File: src/rtl/cpu_pkg.sv
`default_nettype none
// ============================================================================
// Module      : cpu_pkg
// Description : Shared constants for the CPU controller: FSM state
//               encodings, opcode and sub-op values, ALU operation codes.
// Revision    : 1.0 - initial release
// ============================================================================
package cpu_pkg;

    // FSM state encoding
    localparam int STATE_W = 3;
    localparam logic [STATE_W-1:0] WAIT      = 3'd0;
    localparam logic [STATE_W-1:0] DECODE    = 3'd1;
    localparam logic [STATE_W-1:0] GET_A     = 3'd2;
    localparam logic [STATE_W-1:0] GET_B     = 3'd3;
    localparam logic [STATE_W-1:0] ALU       = 3'd4;
    localparam logic [STATE_W-1:0] WRITE_REG = 3'd5;
    localparam logic [STATE_W-1:0] WRITE_IMM = 3'd6;

    // Opcode classes (IR[15:13])
    localparam logic [2:0] OPC_MOV = 3'b110;
    localparam logic [2:0] OPC_ALU = 3'b101;

    // ALU operations (IR[12:11] for the ALU class)
    localparam logic [1:0] ADD = 2'b00;
    localparam logic [1:0] CMP = 2'b01;
    localparam logic [1:0] AND = 2'b10;
    localparam logic [1:0] MVN = 2'b11;

    // MOV sub-operations (IR[12:11] for the MOV class)
    localparam logic [1:0] MOV_IMM = 2'b10;
    localparam logic [1:0] MOV_REG = 2'b00;

endpackage
`default_nettype wire

File: src/rtl/cpu_ctrl_decode.sv
`default_nettype none
// ============================================================================
// Module      : cpu_ctrl_decode
// Description : Combinational instruction decoder. Splits the instruction
//               register into operand fields, sign-extends the 8-bit
//               immediate and classifies the instruction.
// Revision    : 1.0 - initial release
// ============================================================================
module cpu_ctrl_decode
    import cpu_pkg::*;
(
    input  logic [15:0] ir,
    output logic [1:0]  op,
    output logic [2:0]  rn,
    output logic [2:0]  rd,
    output logic [1:0]  sh,
    output logic [2:0]  rm,
    output logic [15:0] sximm8,
    output logic        is_mov_imm,
    output logic        is_mov_reg,
    output logic        is_alu,
    output logic        is_mvn,
    output logic        is_cmp,
    output logic        needs_a
);

    logic [2:0] w_opcode;

    assign w_opcode = ir[15:13];
    assign op       = ir[12:11];
    assign rn       = ir[10:8];
    assign rd       = ir[7:5];
    assign sh       = ir[4:3];
    assign rm       = ir[2:0];
    assign sximm8   = {{8{ir[7]}}, ir[7:0]};

    // Instruction classes; anything not matched here is a no-op return to WAIT
    assign is_mov_imm = (w_opcode == OPC_MOV) && (op == MOV_IMM);
    assign is_mov_reg = (w_opcode == OPC_MOV) && (op == MOV_REG);
    assign is_alu     = (w_opcode == OPC_ALU);
    assign is_mvn     = is_alu && (op == MVN);
    assign is_cmp     = is_alu && (op == CMP);
    // Two-operand ALU ops fetch Rn into A; MVN and MOV reg use only B
    assign needs_a    = is_alu && (op != MVN);

endmodule
`default_nettype wire

File: src/rtl/cpu_ctrl.sv
`default_nettype none
// ============================================================================
// Module      : cpu_ctrl
// Description : Instruction register plus Moore controller FSM sequencing
//               register-file reads/writes and datapath load strobes for
//               MOV imm, MOV reg, ADD, CMP, AND and MVN.
// Revision    : 1.0 - initial release
// ============================================================================
module cpu_ctrl
    import cpu_pkg::*;
#(
    parameter int INSTR_W = 16,
    parameter int REG_AW  = 3
) (
    input  logic               clk,
    input  logic               reset,
    input  logic               s,
    input  logic               load,
    input  logic [INSTR_W-1:0] in,
    output logic               w,
    output logic [REG_AW-1:0]  readnum,
    output logic [REG_AW-1:0]  writenum,
    output logic               write,
    output logic               loada,
    output logic               loadb,
    output logic               loadc,
    output logic               loads,
    output logic               asel,
    output logic               bsel,
    output logic               vsel,
    output logic [1:0]         shift,
    output logic [1:0]         ALUop,
    output logic [INSTR_W-1:0] sximm8
);

    logic [STATE_W-1:0] r_state;
    logic [INSTR_W-1:0] r_ir;

    logic [1:0]        w_op;
    logic [REG_AW-1:0] w_rn;
    logic [REG_AW-1:0] w_rd;
    logic [1:0]        w_sh;
    logic [REG_AW-1:0] w_rm;
    logic              w_is_mov_imm;
    logic              w_is_mov_reg;
    logic              w_is_alu;
    logic              w_is_mvn;
    logic              w_is_cmp;
    logic              w_needs_a;
    logic              w_strobe_en;

    cpu_ctrl_decode u_decode (
        .ir         (r_ir),
        .op         (w_op),
        .rn         (w_rn),
        .rd         (w_rd),
        .sh         (w_sh),
        .rm         (w_rm),
        .sximm8     (sximm8),
        .is_mov_imm (w_is_mov_imm),
        .is_mov_reg (w_is_mov_reg),
        .is_alu     (w_is_alu),
        .is_mvn     (w_is_mvn),
        .is_cmp     (w_is_cmp),
        .needs_a    (w_needs_a)
    );

    // State sequencing and instruction register; IR only loads while idle
    always_ff @(posedge clk) begin
        if (reset) begin
            r_state <= WAIT;
            r_ir    <= '0;
        end else begin
            case (r_state)
                WAIT: begin
                    if (load) r_ir    <= in;
                    if (s)    r_state <= DECODE;
                end
                DECODE: begin
                    if (w_is_mov_imm)                 r_state <= WRITE_IMM;
                    else if (w_is_mov_reg || w_is_mvn) r_state <= GET_B;
                    else if (w_needs_a)               r_state <= GET_A;
                    else                              r_state <= WAIT;
                end
                GET_A:     r_state <= GET_B;
                GET_B:     r_state <= ALU;
                ALU:       r_state <= w_is_cmp ? WAIT : WRITE_REG;
                WRITE_REG: r_state <= WAIT;
                WRITE_IMM: r_state <= WAIT;
                default:   r_state <= WAIT;
            endcase
        end
    end

    // Reset masks every strobe so a mid-instruction reset commits nothing
    assign w_strobe_en = ~reset;

    // Moore output decode from current state and IR fields
    always_comb begin
        w        = (r_state == WAIT);
        readnum  = '0;
        writenum = '0;
        write    = 1'b0;
        loada    = 1'b0;
        loadb    = 1'b0;
        loadc    = 1'b0;
        loads    = 1'b0;
        asel     = 1'b0;
        bsel     = 1'b0;
        vsel     = 1'b0;
        shift    = 2'b00;
        ALUop    = 2'b00;
        case (r_state)
            GET_A: begin
                readnum = w_rn;
                loada   = w_strobe_en;
            end
            GET_B: begin
                readnum = w_rm;
                loadb   = w_strobe_en;
            end
            ALU: begin
                shift = w_sh;
                ALUop = w_is_alu ? w_op : ADD;
                asel  = w_is_mov_reg || w_is_mvn;
                if (w_is_cmp) loads = w_strobe_en;
                else          loadc = w_strobe_en;
            end
            WRITE_REG: begin
                writenum = w_rd;
                write    = w_strobe_en;
            end
            WRITE_IMM: begin
                writenum = w_rn;
                vsel     = 1'b1;
                write    = w_strobe_en;
            end
            default: begin
            end
        endcase
    end

endmodule
`default_nettype wire

File: config.mk
export PLATFORM = sky130hd
export DESIGN_NAME = cpu_ctrl
export DESIGN_NICKNAME = d
export VERILOG_FILES = /design/src/rtl/cpu_pkg.sv /design/src/rtl/cpu_ctrl_decode.sv /design/src/rtl/cpu_ctrl.sv
export SDC_FILE = /design/constraint.sdc
export NUM_CORES = 1
export LEC_CHECK = 0
export BUFFER_PORTS_ARGS = -buffer_cell sky130_fd_sc_hd__buf_2
export CORE_ASPECT_RATIO = 0.5
export CORE_MARGIN = 4
export CORE_UTILIZATION = 41
export CTS_CLUSTER_SIZE = 25
export DETAILED_ROUTE_END_ITERATION = 10
export HOLD_SLACK_MARGIN = 0.08
export PLACE_DENSITY = 0.86
export SYNTH_ARGS = -nofsm -noshare
export SYNTH_HDL_FRONTEND = slang
export SYNTH_SLANG_ARGS = --single-unit
File: constraint.sdc
create_clock -name clk -period 1.68 [get_ports clk]
set_clock_uncertainty 0.15 [all_clocks]
set_input_delay 0.168 -clock clk [delete_from_list [all_inputs] [get_ports clk]]
set_output_delay 0.168 -clock clk [all_outputs]
set_load 0.02 [all_outputs]
# Yosys cells after proc, flatten, opt, wreduce, memory -nomap -nowiden
# Index checks and enable logic that the tools add are counted.
[op_classes] n_lt_le_gt_ge=0 eq_ne=13 shifts=0 addsub=0 reduce_logical=10 bitwise=1 div=0 n_mux=20 n_mul=0
[op_table] cell="3-bit == test, second input constant" count=5
[op_table] cell="3-bit case mux with 5 select lines" count=1
[op_table] cell="3-bit case mux with 2 select lines" count=2
[op_table] cell="2-bit 2-to-1 mux" count=5
[op_table] cell="1-bit 2-to-1 mux" count=9
[op_table] cell="3-bit 2-to-1 mux" count=3
[op_table] cell="3-bit by 2-bit == test with 1-bit output, second input constant" count=2
[op_table] cell="1-bit logical AND" count=5
[op_table] cell="2-bit == test, second input constant" count=2
[op_table] cell="2-bit inequality test, second input constant" count=2
[op_table] cell="3-bit by 1-bit == test with 1-bit output, second input constant" count=1
[op_table] cell="3-bit logical NOT" count=1
[op_table] cell="2-bit by 1-bit == test with 1-bit output, second input constant" count=1
[op_table] cell="2-bit logical NOT" count=1
[op_table] cell="2-bit AND reduction" count=1
[op_table] cell="2-bit OR reduction" count=1
[op_table] cell="1-bit logical OR" count=1
[op_table] cell="1-bit NOT" count=1
[word_totals] regBits=19 mem_bits_rw=0 mem_bits_ro=0 inputBits=20 word_cells=46 out_inout_bits=35 latch_bits=0 mem_count=0

# Longest topological paths before layout
# Gate-level depths: netlist of run 1.
[depth] word_depth=6 ltp_mapped=6 ltp_nobuf=3

# By module
# A second synthesis of run 1 with hierarchy kept.
[unflattened] cells_unflattened=164 area_unflattened_um2=1275.0
[modules_own_cells] mod="cpu_ctrl" seq_area_each_um2=380.4 n_inst=1 area_per_inst_um2=975.9 cells_per_inst=126
[modules_own_cells] mod="cpu_ctrl_decode" seq_area_each_um2=0.0 n_inst=1 area_per_inst_um2=299.0 cells_per_inst=38

# Worst setup path before layout of run 1
# OpenSTA, ideal clock, no wires.
[synth_timing] path_type="register to output" from="register r_state[2]" to="output loads" setup_slack_ns=-0.314 path_buffers=1 stages_incl_launch_ff=4 required_ns=1.362 arrival_time_ns=1.676 path_cell_list="dfxtp_1 clkbuf_2 or3b_2 nor4_1"
[synth_via] elab_chain_len=2
[synth_rtl] item="start, declared" line_no="cpu_ctrl.sv:36" rtl="logic [STATE_W-1:0] r_state;"
[synth_rtl] item="start signal, assigned" line_no="cpu_ctrl.sv:87" rtl="ALU: r_state <= w_is_cmp ? WAIT : WRITE_REG;"
[synth_rtl] item="3-bit == test" line_no="cpu_ctrl.sv:113" rtl="case (r_state)"
[synth_rtl] item="1-bit 2-to-1 mux" line_no="cpu_ctrl.sv:113"
[synth_rtl] item="end, declared" line_no="cpu_ctrl.sv:27" rtl="output logic loads,"
# Every way passes these cells.

# Worst setup path in the final report of run 1
[layout_timing] from="register r_ir[12]" to="output asel"
[layout_via] elab_chain_len=4 word_cells_on_any_way=6 classes_between="1 x eq/ne; 1 x mux; 4 x reduce/logical"
[layout_rtl] item="start, declared" line_no="cpu_ctrl.sv:37" rtl="logic [INSTR_W-1:0] r_ir;"
[layout_rtl] item="start signal, assigned" line_no="cpu_ctrl.sv:76" rtl="if (load) r_ir <= in;"
[layout_rtl] item="2-bit == test or 2-bit logical NOT (tied branches)" line_no="cpu_ctrl_decode.sv:41, cpu_ctrl_decode.sv:39"
[layout_rtl] item="1-bit logical AND (on tied branches)" line_no="cpu_ctrl_decode.sv:41, cpu_ctrl_decode.sv:39"
[layout_rtl] item="1-bit logical OR (*)" line_no="cpu_ctrl.sv:125" rtl="asel = w_is_mov_reg || w_is_mvn;"
[layout_rtl] item="1-bit 2-to-1 mux (*)" line_no="cpu_ctrl.sv:113"
[layout_rtl] item="end, declared" line_no="cpu_ctrl.sv:28" rtl="output logic asel,"
# Mark *: on every way between the ends. The rest lies on a longest branch, timed or not.

==> impl_metrics.yaml, run 1 <==
outcome:
  status: "finished, violations left"
  violations: "negative setup slack"
worst_setup_path:
  rr_endpoint: "r_ir[11]"
  critical-path-top-delay-family: "simple AND/OR/NAND/NOR gates"
  worstSetupPathType: "flop to output pin"
  r2r_cells: 5
  end_kind: "output pin"
  critPathMaxStageDelay_ns: 0.55
  crit_arrival_ns: 1.51
  worstPathCellList: "or4b_4, a211oi_2, buf_4"
  cp-start-kind: "flop"
  worstReg2RegStart: "r_state[1]"
  crit_path_max_fanout: 2
  reg2reg_slack_ns: -0.03
  critical_path.slowest_cell: "or4b_4"
  cp.buffers_inverters: 1
  critPathRequiredTime_ns: 1.36
worst_hold_path:
  min_to: "r_state[0]"
  worstHoldPathCells: 4
  min_from: "s"
  min_path_type: "primary input to flop"
grt:
  antenna_found_initial: 0
  use_met1_pct: 26.1
  grt_pass1_wl_um: 6690
  met3_usage_pct: 4.33
  grt_usage_pct: 22.5
  grt_pass1_vias: 1325
  use_met2_pct: 43.6
  gr-max-usage-layer: "met2"
  grt_max_degree: 23
  overflow: 0
timing:
  min_period_over_period_pct: 109
  finalSetupViolCount: 24
  drv_slew: 0
  final-hold-violation-count: 0
  rsz0062_at_grt: "true"
  worst_slack_ns: -0.146
  timing.final.crit_period_ns: 1.83
  max_freq_mhz: 548
  tightest_slew_ns: 0.605
  slew_headroom_pct: 59.6
clock_network:
  root_buffer: "clkbuf_8"
  numCtsBuffers: 3
  htree_levels: 1
  insertion_delay_ns: 0.26
  cts_num_sinks: 19
  clk_pin_slew_ns: 0.08
  cts_tree: "done"
  clk_path_buf_depth: 2
finish:
  final_nets: 249
  drive_above_1_share_pct: 58.8
  fillers: 147
  diodes: 0
  final_cell_mix: "42 x buf_2, 29 x buf_4, 21 x nand2_1"
  final_common_cell: "buf_2"
  final-seq-area_um2: 394
  fin_util_pct: 75.7
  fin_cells: 265
  multi_input_area_um2: 792
  syn_to_final_growth_pct: 73.0
  stdcell_area_um2: 2010
synth:
  ys_async_sr_fraction_pct: 0
  ys_seq_area_share_pct: 32.8
  yosysTopAreaCellShare_pct: 32.8
  ys.flop_type: "dfxtp_1"
  synth-simple-area-share_pct: 34.4
  synth.cell_area_um2: 1160
  synth-edff-count: 0
  synth_xor_area_share_pct: 0
  synth_compound_area_share_pct: 14.3
  yosys_warnings: 0
  yosys-top-cells-area: "dfxtp_1 33%, nand2_1 11%, buf_4 11%"
  synth_top_family_by_area: "simple AND/OR/NAND/NOR gates"
  synthAdderAreaFrac_pct: 0
  ys_ff_latch: 19
  yosys.area.top_type: "dfxtp_1"
  avgSynthCellArea_um2: 7.53
  ys_types: 34
  syn_inst: 154
  muxShareOfSynthArea_pct: 2.59
  syn_nets: 174
placement:
  preCtsSetupSlack_ns: 0.0308
  io_buffer_count: 53
  dp_hpwl_um: 2320
  dp_cells: 231
  postPlaceCellArea_um2: 1410
  place.gp.congestion: 0.790
routing:
  ant_nets: 0
  wl_per_cell_um: 21.2
  vias: 1603
  drt_iter0_drc: 162
  drc: 0
  viasPerCell: 6.05
  first_pass_iters: 5
  drt_wl_total_um: 5610
floorplan:
  die_w_um: 83.2
  dieArea_um2: 3800
  num_rows: 13
  ios: 55
  initial_utilization_pct: 43.7
  die_h_um: 45.6
  coreArea_um2: 2650
power_and_ir_drop:
  leakage_nw: 0.886
  power.density_nw_per_um2: 593
  vdd_drop_max_uv: 425
flow_run:
  maxCapViolCount: 0
worst register-to-register path, cell delays in order (launching register included):
cell and delay, ns:
dfxtp_4 0.36, buf_6 0.13, or4b_4 0.60, buf_8 0.18, nand2_2 0.08, a21oi_2 0.07
cell families after synthesis:
group | after synthesis
simple gates | 74
other cells | 1
compound gates | 29
flops | 19
mux | 3
buf+inv | 28
how the worst max path moves through the flow:
stage          endpoint  cells after the start       start
6_report           asel                      3    r_ir[12]
3_5_place_dp      loads                      3  r_state[2]
3_3_place_gp   r_ir[11]                      5  r_state[1]
2_1_floorplan  ALUop[0]                      3  r_state[2]
4_1_cts            asel                      3    r_ir[12]
5_1_grt            asel                      3    r_ir[12]
power by group:
part	switching, mW	internal (mW)	total, mW	leakage, nW
clock	0.167	0.167	0.335	0.0217
combinational	0.189	0.156	0.345	0.705
sequential	0.0360	0.473	0.509	0.159
registers in the layout, summed over array words and instances (netlist names):
register  flops
r_state       3
r_ir         16
cell usage after synthesis (3+ instances only):
cell type	instances
nor3b_1	3
nand2_1	35
nor2_1	8
buf_4	17
a21oi_1	18
nand2b_1	3
mux2i_1	3
nor2b_1	6
o21ai_0	4
dfxtp_1	19
a22oi_1	3
clkbuf_1	6
nor3_1	4
layer usage:
layer	vias to the layer above	share of wire, %
li1	652	-
met1	765	38
met2	142	46
met3	44	8.6
met4	0	7.0
met5	-	0
stage by stage:
stage / TNS, ns / total power [mW] / hold WS, ns
global route: -1.74 / 1.23 / 0.240
finish: -0.998 / 1.19 / 0.228
detailed placement: 0 / 0.725 / 0.264
global placement: 0 / 0.719 / 0.259
CTS: -0.281 / 1.09 / 0.171
floorplan: -0.564 / 0.670 / 0.154
what timing repair did:
item / in CTS / in global routing
buffers inserted: 5 / 9
hold endpoints to repair: 16 / 0
pin swaps: 7 / 19
endpoints found under the setup margin: 11 / 33
hold buffers: 16 / 0
resized for setup: 29 / 53
gates cloned: 1 / 1
layout make-up:
type / count / area share, %
timing repair buffer: 97 / 36.0
inverter: 1 / 0.187
clock inverter: 1 / 0.374
tap: 37 / 2.31
clock buffer: 3 / 2.06
multi-input combinational: 107 / 39.5
sequential: 19 / 19.6
Note: power is estimated with default switching activity, not from simulation.
==> run 2: changes to the inputs <==
--- a/config.mk
+++ b/config.mk
@@ -7,3 +7,3 @@
 export LEC_CHECK = 0
-export BUFFER_PORTS_ARGS = -buffer_cell sky130_fd_sc_hd__buf_2
+export BUFFER_PORTS_ARGS = -buffer_cell sky130_fd_sc_hd__buf_4
 export CORE_ASPECT_RATIO = 0.5
@@ -11,2 +11,3 @@
 export CORE_UTILIZATION = 41
+export CTS_CLUSTER_DIAMETER = 100
 export CTS_CLUSTER_SIZE = 25
--- a/constraint.sdc
+++ b/constraint.sdc
@@ -4,2 +4,2 @@
 set_output_delay 0.168 -clock clk [all_outputs]
-set_load 0.02 [all_outputs]
+set_load 0.01 [all_outputs]
==> run 2 against run 1 <==
Effect of this change:
- the flow still finishes with violations (negative setup slack)
- setup slack better by 0.045 ns
- die area unchanged
- clock-buffer cell count up 1
- critical path depth unchanged
- power down 7.1%
- combinational power down 19%
- clock power down 4%
- fmax up 2.5%
- via count down 16%
- first-iteration DRC count down 35%
- final cell count down 5.7%
==> impl_metrics.yaml, run 2 (synthesis gave the netlist of run 1 again) <==
floorplan:
  coreArea_um2: 2650
  ios: 55
  die_h_um: 45.6
  die_w_um: 83.2
  num_rows: 13
  initial_utilization_pct: 43.7
  dieArea_um2: 3800
grt:
  overflow: 0
  grt_usage_pct: 20.7
  grt_max_degree: 23
  antenna_found_initial: 0
  grt_pass1_wl_um: 6180
  grt_pass1_vias: 1250
power_and_ir_drop:
  vdd_drop_max_uv: 354
  power.density_nw_per_um2: 604
  leakage_nw: 0.765
finish:
  final_cell_mix: "63 x buf_4, 35 x nand2_1, 18 x a21oi_1"
  diodes: 0
  regMostFlops: "r_ir"
  reg.largest.list: "r_ir: 16 flops, r_state: 3 flops"
  largest_reg_flops: 16
  drive_above_1_share_pct: 41.3
  syn_to_final_growth_pct: 57.8
  final_common_cell: "buf_4"
  stdcell_area_um2: 1830
  fin_util_pct: 69.0
  final_nets: 234
timing:
  max_freq_mhz: 561
  worst_slack_ns: -0.102
  rsz0062_at_grt: "true"
  holdWs_ns: 0.111
  drv_slew: 0
  timing.final.crit_period_ns: 1.78
  finalSetupViolCount: 7
  min_period_over_period_pct: 106
  final-hold-violation-count: 0
worst_setup_path:
  end_kind: "output pin"
  critPathRequiredTime_ns: 1.36
  crit_arrival_ns: 1.46
  worstSetupPathType: "flop to output pin"
  cp-start-kind: "flop"
  crit_path_max_fanout: 2
outcome:
  violations: "negative setup slack"
  status: "finished, violations left"
worst_hold_path:
  min_path_type: "primary input to flop"
placement:
  preCtsSetupSlack_ns: 0.0673
  place.gp.congestion: 0.819
  postPlaceCellArea_um2: 1520
  io_buffer_count: 53
  dp_hpwl_um: 2390
routing:
  vias: 1345
  drt_wl_total_um: 4260
  drc: 0
  drt_iter0_drc: 106
  ant_nets: 0
  wl_per_cell_um: 17.0
  viasPerCell: 5.38
  first_pass_iters: 4
clock_network:
  root_buffer: "clkbuf_8"
  cts_tree: "done"
  insertion_delay_ns: 0.26
  htree_levels: 1
  clk_path_buf_depth: 2
  numCtsBuffers: 3
  cts_num_sinks: 19
  clk_pin_slew_ns: 0.07
flow_run:
  maxCapViolCount: 0
[run 2: changes by cell type in the layout (fill, tap and decap cells not counted), sizes merged]
cell,delta
buf,-14
clkinvlp,-1
[run 2: area by class of cell]
class / instances / area, µm²
fill: 178 / 821
clock buffer: 4 / 45.0
tap: 37 / 46.3
multi-input combinational: 107 / 674
timing repair buffer: 82 / 671
inverter: 1 / 3.75
sequential: 19 / 390
[run 2: per-layer routing]
metal | GRT usage (%) | wire (µm)
met1 | 24.9 | 1670
met2 | 39.2 | 2130
met3 | 3.97 | 334
met4 | 5.86 | 125
met5 | 0 | 0
[run 2: final timing paths]
check                           startpoint        to  slack [ns]  depth (start not counted)
worst max-delay path              r_ir[11]      asel       -0.10                          3
worst min-delay path                 reset  r_ir[14]        0.11                          2
worst max register to register  r_state[1]  r_ir[12]       -0.01                          5
worst min register to register     r_ir[4]   r_ir[4]        0.32                          2
[run 2: per-stage QoR]
step	TNS, ns	power [mW]	std cells
floorplan	0	0.648	154
global placement	0	0.721	228
detailed placement	0	0.728	228
CTS	-0.222	1.07	250
global route	-0.846	1.15	250
finish	-0.357	1.10	250
[run 2: where the power goes]
group / leakage, nW / internal [mW] / switching, mW
registers: 0.158 / 0.475 / 0.0275
clock network: 0.0228 / 0.169 / 0.154
logic: 0.584 / 0.147 / 0.132
[run 2: critical path, cell delays in order, from the launching register on]
cell and delay [ns]:
dfxtp_1 0.33, or4b_4 0.53, a211oi_2 0.20, buf_4 0.15
[run 2: repair_timing]
| item | 4_1_cts | 5_1_grt |
|---|---|---|
| hold buffers | 16 | 0 |
| gates resized for setup | 16 | 9 |
| setup endpoints to repair | 11 | 12 |
| endpoints found under the hold margin | 16 | 0 |
| pin swaps | 6 | 3 |
| buffers inserted | 2 | 0 |
